### src/rtl/div_issue_ctrl_if.sv
// div_issue_ctrl_if: bundle for the divider issue/capture stage.
// Request (in_*), divider link (div_*) and result (out_*, flags) signals.
interface div_issue_ctrl_if #(
  parameter int WIDTH = 16
);
  logic             in_valid;
  logic             in_ready;
  logic             in_signed;
  logic [WIDTH-1:0] a;
  logic [WIDTH-1:0] b;
  logic [WIDTH-1:0] div_dividend;
  logic [WIDTH-1:0] div_divisor;
  logic [WIDTH-1:0] div_quotient;
  logic [WIDTH-1:0] div_remainder;
  logic             out_valid;
  logic             out_ready;
  logic [WIDTH-1:0] quotient;
  logic [WIDTH-1:0] remainder;
  logic             div_by_zero;
  logic             overflow;

  modport master (
    output in_valid, in_signed, a, b,
    output div_quotient, div_remainder,
    output out_ready,
    input  in_ready, div_dividend, div_divisor,
    input  out_valid, quotient, remainder,
    input  div_by_zero, overflow
  );

  modport slave (
    input  in_valid, in_signed, a, b,
    input  div_quotient, div_remainder,
    input  out_ready,
    output in_ready, div_dividend, div_divisor,
    output out_valid, quotient, remainder,
    output div_by_zero, overflow
  );
endinterface

### src/rtl/div_issue_ctrl.sv
// div_issue_ctrl: feeds operand magnitudes to an unsigned divider, sign-fixes results.
// Ports: clk, rst (async, active-high), bus (slave): in_* req, div_* divider, out_* result.
module div_issue_ctrl #(
  parameter int WIDTH   = 16,
  parameter int DIV_LAT = 1
) (
  input logic             clk,
  input logic             rst,
  div_issue_ctrl_if.slave bus
);
  localparam logic [1:0] IDLE = 2'd0;
  localparam logic [1:0] WAIT = 2'd1;
  localparam logic [1:0] DONE = 2'd2;

  localparam int CW = (DIV_LAT < 2) ? 1 : $clog2(DIV_LAT + 1);
  localparam logic [CW-1:0] CNT_INIT = CW'(DIV_LAT);
  localparam logic [CW-1:0] CNT_ONE  = CW'(1);

  localparam logic [WIDTH-1:0] MOST_NEG = {1'b1, {(WIDTH-1){1'b0}}};
  localparam logic [WIDTH-1:0] ALL_ONES = '1;

  logic [1:0]       state;
  logic [CW-1:0]    cnt;
  logic             neg_q;
  logic             neg_r;
  logic             zero;
  logic             ovf;
  logic [WIDTH-1:0] dd;
  logic [WIDTH-1:0] dv;
  logic [WIDTH-1:0] q;
  logic [WIDTH-1:0] r;
  logic             dz;
  logic             ov;

  logic             accept;
  logic             a_neg;
  logic             b_neg;
  logic [WIDTH-1:0] a_mag;
  logic [WIDTH-1:0] b_mag;
  logic [WIDTH-1:0] q_fix;
  logic [WIDTH-1:0] r_fix;

  // Magnitude of the most-negative value wraps to itself, which is the
  // right unsigned magnitude for the divider.
  always_comb begin
    accept = bus.in_valid && (state == IDLE);
    a_neg  = bus.in_signed && bus.a[WIDTH-1];
    b_neg  = bus.in_signed && bus.b[WIDTH-1];
    a_mag  = a_neg ? -bus.a : bus.a;
    b_mag  = b_neg ? -bus.b : bus.b;
    q_fix  = neg_q ? -bus.div_quotient : bus.div_quotient;
    r_fix  = neg_r ? -bus.div_remainder : bus.div_remainder;
  end

  always_ff @(posedge clk or posedge rst) begin
    if (rst) begin
      state <= IDLE;
      cnt   <= '0;
      neg_q <= 1'b0;
      neg_r <= 1'b0;
      zero  <= 1'b0;
      ovf   <= 1'b0;
      dd    <= '0;
      dv    <= '0;
      q     <= '0;
      r     <= '0;
      dz    <= 1'b0;
      ov    <= 1'b0;
    end else begin
      unique case (state)
        IDLE: begin
          if (accept) begin
            dd    <= a_mag;
            dv    <= b_mag;
            neg_q <= a_neg ^ b_neg;
            neg_r <= a_neg;
            zero  <= (bus.b == '0);
            ovf   <= bus.in_signed
                     && (bus.a == MOST_NEG)
                     && (bus.b == ALL_ONES);
            cnt   <= CNT_INIT;
            state <= WAIT;
          end
        end
        WAIT: begin
          cnt <= cnt - CNT_ONE;
          // Divider output is valid on the edge the count hits zero.
          if (cnt == CNT_ONE) begin
            state <= DONE;
            if (zero) begin
              q  <= '0;
              r  <= '0;
              dz <= 1'b1;
              ov <= 1'b0;
            end else if (ovf) begin
              q  <= MOST_NEG;
              r  <= '0;
              dz <= 1'b0;
              ov <= 1'b1;
            end else begin
              q  <= q_fix;
              r  <= r_fix;
              dz <= 1'b0;
              ov <= 1'b0;
            end
          end
        end
        DONE: begin
          // Flags drop with the handshake; data stays visible.
          if (bus.out_ready) begin
            state <= IDLE;
            dz    <= 1'b0;
            ov    <= 1'b0;
          end
        end
        default: state <= IDLE;
      endcase
    end
  end

  assign bus.in_ready     = (state == IDLE);
  assign bus.out_valid    = (state == DONE);
  assign bus.div_dividend = dd;
  assign bus.div_divisor  = dv;
  assign bus.quotient     = q;
  assign bus.remainder    = r;
  assign bus.div_by_zero  = dz;
  assign bus.overflow     = ov;
endmodule
### src/flat_wrapper.sv
// flat-port wrapper written by rule: the top's interface ports become plain ports
module div_issue_ctrl_flat 
#(
  parameter int WIDTH   = 16,
  parameter int DIV_LAT = 1
)
  (clk, rst, bus_in_valid, bus_in_signed, bus_a, bus_b, bus_div_quotient, bus_div_remainder, bus_out_ready, bus_in_ready, bus_div_dividend, bus_div_divisor, bus_out_valid, bus_quotient, bus_remainder, bus_div_by_zero, bus_overflow);
  div_issue_ctrl_if #(.WIDTH(WIDTH)) bus_i ();
  input logic clk;
  input logic rst;
  input wire logic [$bits(bus_i.in_valid)-1:0] bus_in_valid;
  input wire logic [$bits(bus_i.in_signed)-1:0] bus_in_signed;
  input wire logic [$bits(bus_i.a)-1:0] bus_a;
  input wire logic [$bits(bus_i.b)-1:0] bus_b;
  input wire logic [$bits(bus_i.div_quotient)-1:0] bus_div_quotient;
  input wire logic [$bits(bus_i.div_remainder)-1:0] bus_div_remainder;
  input wire logic [$bits(bus_i.out_ready)-1:0] bus_out_ready;
  output wire logic [$bits(bus_i.in_ready)-1:0] bus_in_ready;
  output wire logic [$bits(bus_i.div_dividend)-1:0] bus_div_dividend;
  output wire logic [$bits(bus_i.div_divisor)-1:0] bus_div_divisor;
  output wire logic [$bits(bus_i.out_valid)-1:0] bus_out_valid;
  output wire logic [$bits(bus_i.quotient)-1:0] bus_quotient;
  output wire logic [$bits(bus_i.remainder)-1:0] bus_remainder;
  output wire logic [$bits(bus_i.div_by_zero)-1:0] bus_div_by_zero;
  output wire logic [$bits(bus_i.overflow)-1:0] bus_overflow;
  assign bus_i.in_valid = bus_in_valid;
  assign bus_i.in_signed = bus_in_signed;
  assign bus_i.a = bus_a;
  assign bus_i.b = bus_b;
  assign bus_i.div_quotient = bus_div_quotient;
  assign bus_i.div_remainder = bus_div_remainder;
  assign bus_i.out_ready = bus_out_ready;
  assign bus_in_ready = bus_i.in_ready;
  assign bus_div_dividend = bus_i.div_dividend;
  assign bus_div_divisor = bus_i.div_divisor;
  assign bus_out_valid = bus_i.out_valid;
  assign bus_quotient = bus_i.quotient;
  assign bus_remainder = bus_i.remainder;
  assign bus_div_by_zero = bus_i.div_by_zero;
  assign bus_overflow = bus_i.overflow;
  div_issue_ctrl #(.WIDTH(WIDTH), .DIV_LAT(DIV_LAT)) u_core (.clk(clk), .rst(rst), .bus(bus_i));
endmodule
### config.mk
export PLATFORM = sky130hd
export DESIGN_NAME = div_issue_ctrl_flat
export DESIGN_NICKNAME = d
export VERILOG_FILES = /design/src/rtl/div_issue_ctrl_if.sv /design/src/rtl/div_issue_ctrl.sv /design/src/flat_wrapper.sv
export SDC_FILE = /design/constraint.sdc
export NUM_CORES = 1
export LEC_CHECK = 0
export ABC_AREA = 1
export BUFFER_PORTS_ARGS = -buffer_cell sky130_fd_sc_hd__buf_2
export CORE_ASPECT_RATIO = 0.6
export CORE_MARGIN = 1.5
export CORE_UTILIZATION = 40
export DETAILED_ROUTE_END_ITERATION = 6
export GPL_TIMING_DRIVEN = 0
export HOLD_SLACK_MARGIN = 0.15
export SYNTH_ARGS = -nofsm -noshare
export SYNTH_HDL_FRONTEND = slang
export SYNTH_SLANG_ARGS = --single-unit
### constraint.sdc
create_clock -name clk -period 2.6 [get_ports clk]
set_input_delay 0.13 -clock clk [delete_from_list [all_inputs] [get_ports clk]]
set_output_delay 0.13 -clock clk [all_outputs]
set_load 0.05 [all_outputs]
==> summary.md, run 1 <==
| Metric | Value |
|---|---|
| Antenna violations before repair | `0` |
| CTS clk-pin slew, worst paths | `60 ps` |
| Routed len/inst | `14.5 um` |
| Chip width | `138 um` |
| Avg Synthesized Cell Area | `7.06 um^2` |
| Synth top cells by count | `nand2_1, dfrtp_1, nand3_1` |
| Nets | `885` |
| Num CTS Buffers | `9` |
| First-pass GRT wire length | `22,300 um` |
| GRT Resource Usage Total | `24.0%` |
| Postcts setup bufs | `0` |
| Final setup margin | `788 ps` |
| Share of layout cells above drive strength 1 | `23.4%` |
| Num ports | `137` |
| Outcome | `completed` |
| WL met3 | `1010 um` |
| Placement Setup Slack | `1100 ps` |
| Fillcell total | `1,053` |
| Worst setup path class | `in -> reg` |
| Post-synth top area share | `41.5%` |
| Synth cell types | `34` |
| Final critical-path required period | `1810 ps` |
| Pins over their slew limit | `0` |
| Register bit count reported by yosys | `73` |
| Met2 wire length | `5290 um` |
| Total Power | `0.00744 W` |
| Vias | `4,824` |
| WHS | `167 ps` |
| Critical path arrival | `2030 ps` |
| Via/cell ratio | `5.05` |
| Crit path required time | `2820 ps` |
| Clock Tree Buf Depth | `2` |
| CTS sink cnt | `73` |
| 1st-iter DRT viols | `353` |
| Initial Util | `41.4%` |
| Root Driver | `clkbuf_16` |
| Number of remaining DRC errors | `0` |
| Number of inserted diodes | `0` |
| Cell row count | `29` |
| Vias in the first global route | `4,382` |
| Post-route ant nets | `0` |
| Area growth from synthesis to layout | `35.3%` |
| Drt total wl | `13,800 um` |
| Core Area | `10,600 um^2` |
| Worst VDD drop | `0.000760 V` |
| Ys flop type | `dfrtp_1` |
| Number of synthesized flops with an enable pin | `0` |
| Final GP Congestion | `0.945` |
| Max Used Layer | `met4` |
| RSZ-0062 raised after global routing | `false` |
| Pwr Density | `1250 nW/um^2` |
| Iteration count of the initial detailed-routing pass | `5` |
| Worst-Skew Late Latency | `330 ps` |
| Yosys warning count | `0` |
| Top post-synthesis cells by area | `dfrtp_1, nand2_1, nand3_1` |
| Register area share after synthesis | `41.5%` |
| Syn Nets | `697` |
| Skew final | `6.10 ps` |
| Critical Path Source Type | `input pin` |
| Endpoints failing hold | `0` |
| Pin count of the biggest net entering global routing | `56` |
| Slew HR | `65.7%` |
| DP Wirelength | `10,500 um` |
| Max Cap Viol | `0` |
| Min-Delay Path Class | `in -> reg` |
| Grt total ovfl | `0` |
| Max Fclk | `0.552 GHz` |
| Worst Tran Pin Value | `515 ps` |
| Synth Instances | `623` |
| Die Span Y | `84.2 um` |
| Synthesized cell area | `4400 um^2` |
| Port Buffers | `136` |
| Final period util | `69.7%` |
| Full die area | `11,700 um^2` |
| CP max FO | `4` |
| Ys async rst share | `100%` |
| Met1 wire length | `7330 um` |
| Top-count cell post-synth | `nand2_1` |
| CTS tree | `built` |
| Final setup vio count | `0` |
| Worst setup EP type | `register` |
| H-tree depth | `3` |
| Leakage power | `3.13 nW` |
| Cell taking the most area after synthesis | `dfrtp_1` |
| FF-to-FF setup slack | `1160 ps` |
## logic make-up after synthesis
family                     share of synthesized area, %
adders and majority gates                          1.42
buffers and inverters                              8.25
and+or+nand+nor                                    35.6
xor gates and xnor gates                           1.79
DFF                                                41.5
AOI/OAI and AO/OA                                  11.4
## power breakdown
| group | internal [W] | leakage, nW | switching [W] |
|---|---|---|---|
| logic | 0.00107 | 2.10 | 0.00326 |
| registers | 0.00168 | 0.898 | 0.000285 |
| clock network | 0.000674 | 0.131 | 0.000470 |
## what timing repair did
item                                    4_1_cts  5_1_grt
hold endpoints to repair                    114        0
gates resized for setup                       0        0
hold buffers                                 40        0
endpoints found under the setup margin        0        0
## metrics by stage
stage               cell area [um^2]  TNS [ps]  util [%]  instances
floorplan                       4400         0         -        623
global placement                5250    -35990      49.4        898
detailed placement              5280         0      49.7        899
CTS                             5950         0      56.0        955
global route                    5950         0      56.0        955
finish                          5950         0      56.0        955
## worst max-delay path, cell delays in order
cell	delay, ps
dlygate4sd3_1	550
buf_2	160
inv_1	90
ha_1	170
nand3_1	140
nor2_1	270
nand3_1	210
nand2_1	100
nand2_1	50
nand3_1	100
nand2_1	70
## final timing paths
path,endpoint,start,cells past startpoint
max,u_core.bus.div_divisor[12],bus_b[0],11
min,u_core.bus.div_dividend[12],bus_a[12],4
max reg2reg,u_core.bus.quotient[4],u_core.neg_q,4
min reg2reg,u_core.bus.div_dividend[9],u_core.bus.div_dividend[9],2
max in group asynchronous,u_core.bus.quotient[8],rst,4
min in group asynchronous,u_core.bus.div_divisor[8],rst,3
## flip-flops by register name (all words and copies together) (netlist names), 2 cells and up
name / cells
u_core.bus.div_dividend: 16
u_core.bus.div_divisor: 16
u_core.bus.quotient: 16
u_core.bus.remainder: 16
u_core.state: 2
## per-layer routing
layer	vias to the layer above	GRT usage [%]
li1	2391	-
met1	2238	37.4
met2	174	32.2
met3	21	6.67
met4	0	6.03
met5	-	0
## layout by cell type (no fill, tap or decap), types with 2 or more instances in the layout
cell           Yosys  layout
nor2_2             2       2
o21ai_1            4       4
nand3b_1           7       7
inv_1             61      60
o21ai_0           43      43
nand4_1            7       7
a21oi_1           21      21
buf_2             13     149
ha_1               5       5
clkbuf_16          0       9
nor2_4             2       2
o21ai_2            5       5
nor3_1            11      11
nand3_1           68      68
o31ai_2            3       3
clkbuf_1           4       8
nor2_1            54      54
nand2_2            6       6
o211ai_1           3       3
inv_2              3       3
nand2_1          204     204
dfrtp_1           73      73
dlygate4sd3_1      0      40
xor2_1             9       9
a31oi_1            4       4
## final cells by class
| type | count | area (um^2) | share of cell area [%] |
|---|---|---|---|
| Clock inverter | 2 | 13.8 | 0.231 |
| Buffer | 20 | 114 | 1.91 |
| Sequential cell | 73 | 1830 | 30.7 |
| Inverter | 65 | 251 | 4.23 |
| Multi-Input combinational cell | 465 | 2210 | 37.1 |
| Timing Repair Buffer | 177 | 1110 | 18.6 |
| Clock buffer | 14 | 254 | 4.27 |
| Tap cell | 139 | 174 | 2.92 |
Note: power is estimated with default switching activity, not from simulation.
==> inputs of run 2 (changes only) <==
- PLACE_DENSITY: default -> 0.67
- clock period: 2.6 -> 1.58 ns (I/O delays scaled with it)
==> run 2 against run 1 <==
- global-route usage grew 0.65 points
- clock skew grew 2.1 ps
- via count grew 1.7%
- critical path depth shrank 3
- largest cell class unchanged
- highest routed layer unchanged
==> summary.md, run 2 (synthesis gave the netlist of run 1 again) <==
| Metric | Value |
|---|---|
| Outcome | `completed (unchanged)` |
| Core Area | `10,600 um^2 (unchanged)` |
| Worst setup path class | `in -> reg (unchanged)` |
| Final critical-path required period | `1520 ps` |
| Final period util | `95.9%` |
| Critical Path Source Type | `input pin (unchanged)` |
| Skew final | `8.16 ps (was 6.10 ps)` |
| Final GP Congestion | `0.962 (was 0.945)` |
| GRT Resource Usage Total | `24.7% (was 24.0%)` |
| Num ports | `137 (unchanged)` |
| Multi-input logic area | `2250 um^2 (was 2210 um^2)` |
| Area growth from synthesis to layout | `42.6% (was 35.3%)` |
| Pins over their slew limit | `0 (unchanged)` |
| Grt total ovfl | `0 (unchanged)` |
| Max Cap Viol | `0 (unchanged)` |
| Largest stage delay, worst path | `520 ps (was 550 ps)` |
| Chip width | `138 um (unchanged)` |
| Worst VDD drop | `0.00125 V (was 0.000760 V)` |
| Share of layout cells above drive strength 1 | `24.6% (was 23.4%)` |
| Full die area | `11,700 um^2 (unchanged)` |
| Number of inserted diodes | `0 (unchanged)` |
| CTS sink cnt | `73 (unchanged)` |
| Vias | `4,907 (was 4,824)` |
| Clock Tree Buf Depth | `2 (unchanged)` |
| Area after DPL | `5280 um^2 (about the same)` |
| Cell row count | `29 (unchanged)` |
| Vias in the first global route | `4,646 (was 4,382)` |
| Drt total wl | `14,100 um (was 13,800 um)` |
| Final setup vio count | `0 (unchanged)` |
| Min-Delay Path Class | `in -> reg (unchanged)` |
| Die Span Y | `84.2 um (unchanged)` |
| Commonest non-fill, non-tap cell in the layout | `nand2_1 (unchanged)` |
| Number of remaining DRC errors | `0 (unchanged)` |
| 1st-iter DRT viols | `378 (was 353)` |
| Root Driver | `clkbuf_16 (unchanged)` |
| Post-route ant nets | `0 (unchanged)` |
| Critical path cell sequence | `dlygate4sd3_1 -> buf_2 -> nand2_1 -> inv_2 -> buf_2 -> o211ai_1 -> nand3_1 -> nand2_1 (was dlygate4sd3_1 -> buf_2 -> inv_1 -> ha_1 -> nand3_1 -> nor2_1 -> nand3_1 -> nand2_1 -> nand2_1 -> nand3_1 -> nand2_1)` |
| Final setup margin | `64.2 ps (was 788 ps)` |
| Worst Tran Pin Value | `847 ps (was 515 ps)` |
| Initial Util | `41.4% (unchanged)` |
| Via/cell ratio | `5.01 (was 5.05)` |
| Fillcell total | `1,020 (was 1,053)` |
| Pin count of the biggest net entering global routing | `39 (was 56)` |
| Antenna violations before repair | `0 (unchanged)` |
| Crit path required time | `1800 ps (was 2820 ps)` |
| Nets | `909 (was 885)` |
| Crit-path slowest cell | `dlygate4sd3_1 (unchanged)` |
| Most frequent cells in the layout | `nand2_1, buf_2, dfrtp_1 (unchanged)` |
| Max Fclk | `0.660 GHz` |
| H-tree depth | `3 (unchanged)` |
| DP Wirelength | `10,600 um (was 10,500 um)` |
| CTS tree | `built (unchanged)` |
| Endpoints failing hold | `0 (unchanged)` |
| Pwr Density | `2020 nW/um^2 (was 1250 nW/um^2)` |
| Port Buffers | `136 (unchanged)` |
| Num CTS Buffers | `9 (unchanged)` |
| Placement Setup Slack | `119 ps (was 1100 ps)` |
| First-pass GRT wire length | `23,000 um (was 22,300 um)` |
| Leakage power | `3.25 nW (was 3.13 nW)` |
| Iteration count of the initial detailed-routing pass | `5 (unchanged)` |
| CP max FO | `10 (was 4)` |
| Routed len/inst | `14.4 um (was 14.5 um)` |
| Worst-Skew Late Latency | `330 ps (about the same)` |
| Final instance area | `6270 um^2 (was 5950 um^2)` |
| CTS clk-pin slew, worst paths | `60 ps (about the same)` |
| WHS | `174 ps (was 167 ps)` |
| Worst setup EP type | `register (unchanged)` |
| RSZ-0062 raised after global routing | `false (unchanged)` |
| Slew HR | `43.4% (was 65.7%)` |
| Critical path arrival | `1730 ps (was 2030 ps)` |
| Register area | `1830 um^2 (unchanged)` |
## run 2: metal layers
metal	wire length, um	share of wire [%]	up-vias	global-route usage [%]
met3	1080	7.6	14	5.88
met5	0	0	-	0
met1	7250	51	2262	37.5
li1	-	-	2438	-
met4	133	0.94	0	5.45
met2	5670	40	193	35.3
## run 2: final cells by class
cell class / instances / share of cell area [%]
multi-input cells: 465 / 35.8
flip-flops and latches: 73 / 29.1
repair buffers: 201 / 21.3
inverters: 65 / 4.03
clock buffers: 11 / 3.87
well taps: 139 / 2.77
plain buffers: 20 / 1.81
clock inverters: 5 / 1.26
## run 2: where the power goes
part | switching, W | internal, W
combinational | 0.00540 | 0.00181
clock | 0.000794 | 0.00142
sequential | 0.000469 | 0.00276
total | 0.00667 | 0.00599
## run 2: repair_timing
item,4_1_cts,5_1_grt
setup buffers,0,2
setup endpoints to repair,0,11
hold endpoints to repair,100,0
gates resized for setup,0,11
hold buffers,62,0
## run 2: per-stage QoR
| stage | cells | power (W) | utilization (%) | TNS, ps |
|---|---|---|---|---|
| after global routing | 979 | 0.0135 | 59.0 | 0 |
| final | 979 | 0.0127 | 59.0 | 0 |
| after global placement | 898 | 0.0102 | 49.5 | 0 |
| after detailed placement | 899 | 0.0103 | 49.7 | 0 |
| after floorplan | 623 | 0.00853 | - | -659 |
| after CTS | 977 | 0.0127 | 58.5 | 0 |
## run 2: worst paths after layout
| kind | start | end | slack, ps | cells after the start |
|---|---|---|---|---|
| max reg2reg | u_core.state[0] | u_core.state[1] | 130 | 6 |
| max | bus_in_signed | u_core.bus.div_divisor[5] | 60 | 8 |
| min in group asynchronous | rst | u_core.bus.quotient[6] | 460 | 3 |
| max in group asynchronous | rst | u_core.bus.div_divisor[11] | 460 | 4 |
| min reg2reg | u_core.bus.div_divisor[9] | u_core.bus.div_divisor[9] | 470 | 2 |
| min | bus_b[3] | u_core.bus.div_divisor[3] | 170 | 4 |
## run 2: worst max-delay path: cells and delay by family
family / cells / cell delay, ps
compound gates: 1 / 130
buf+inv: 4 / 1180
simple gates: 3 / 350
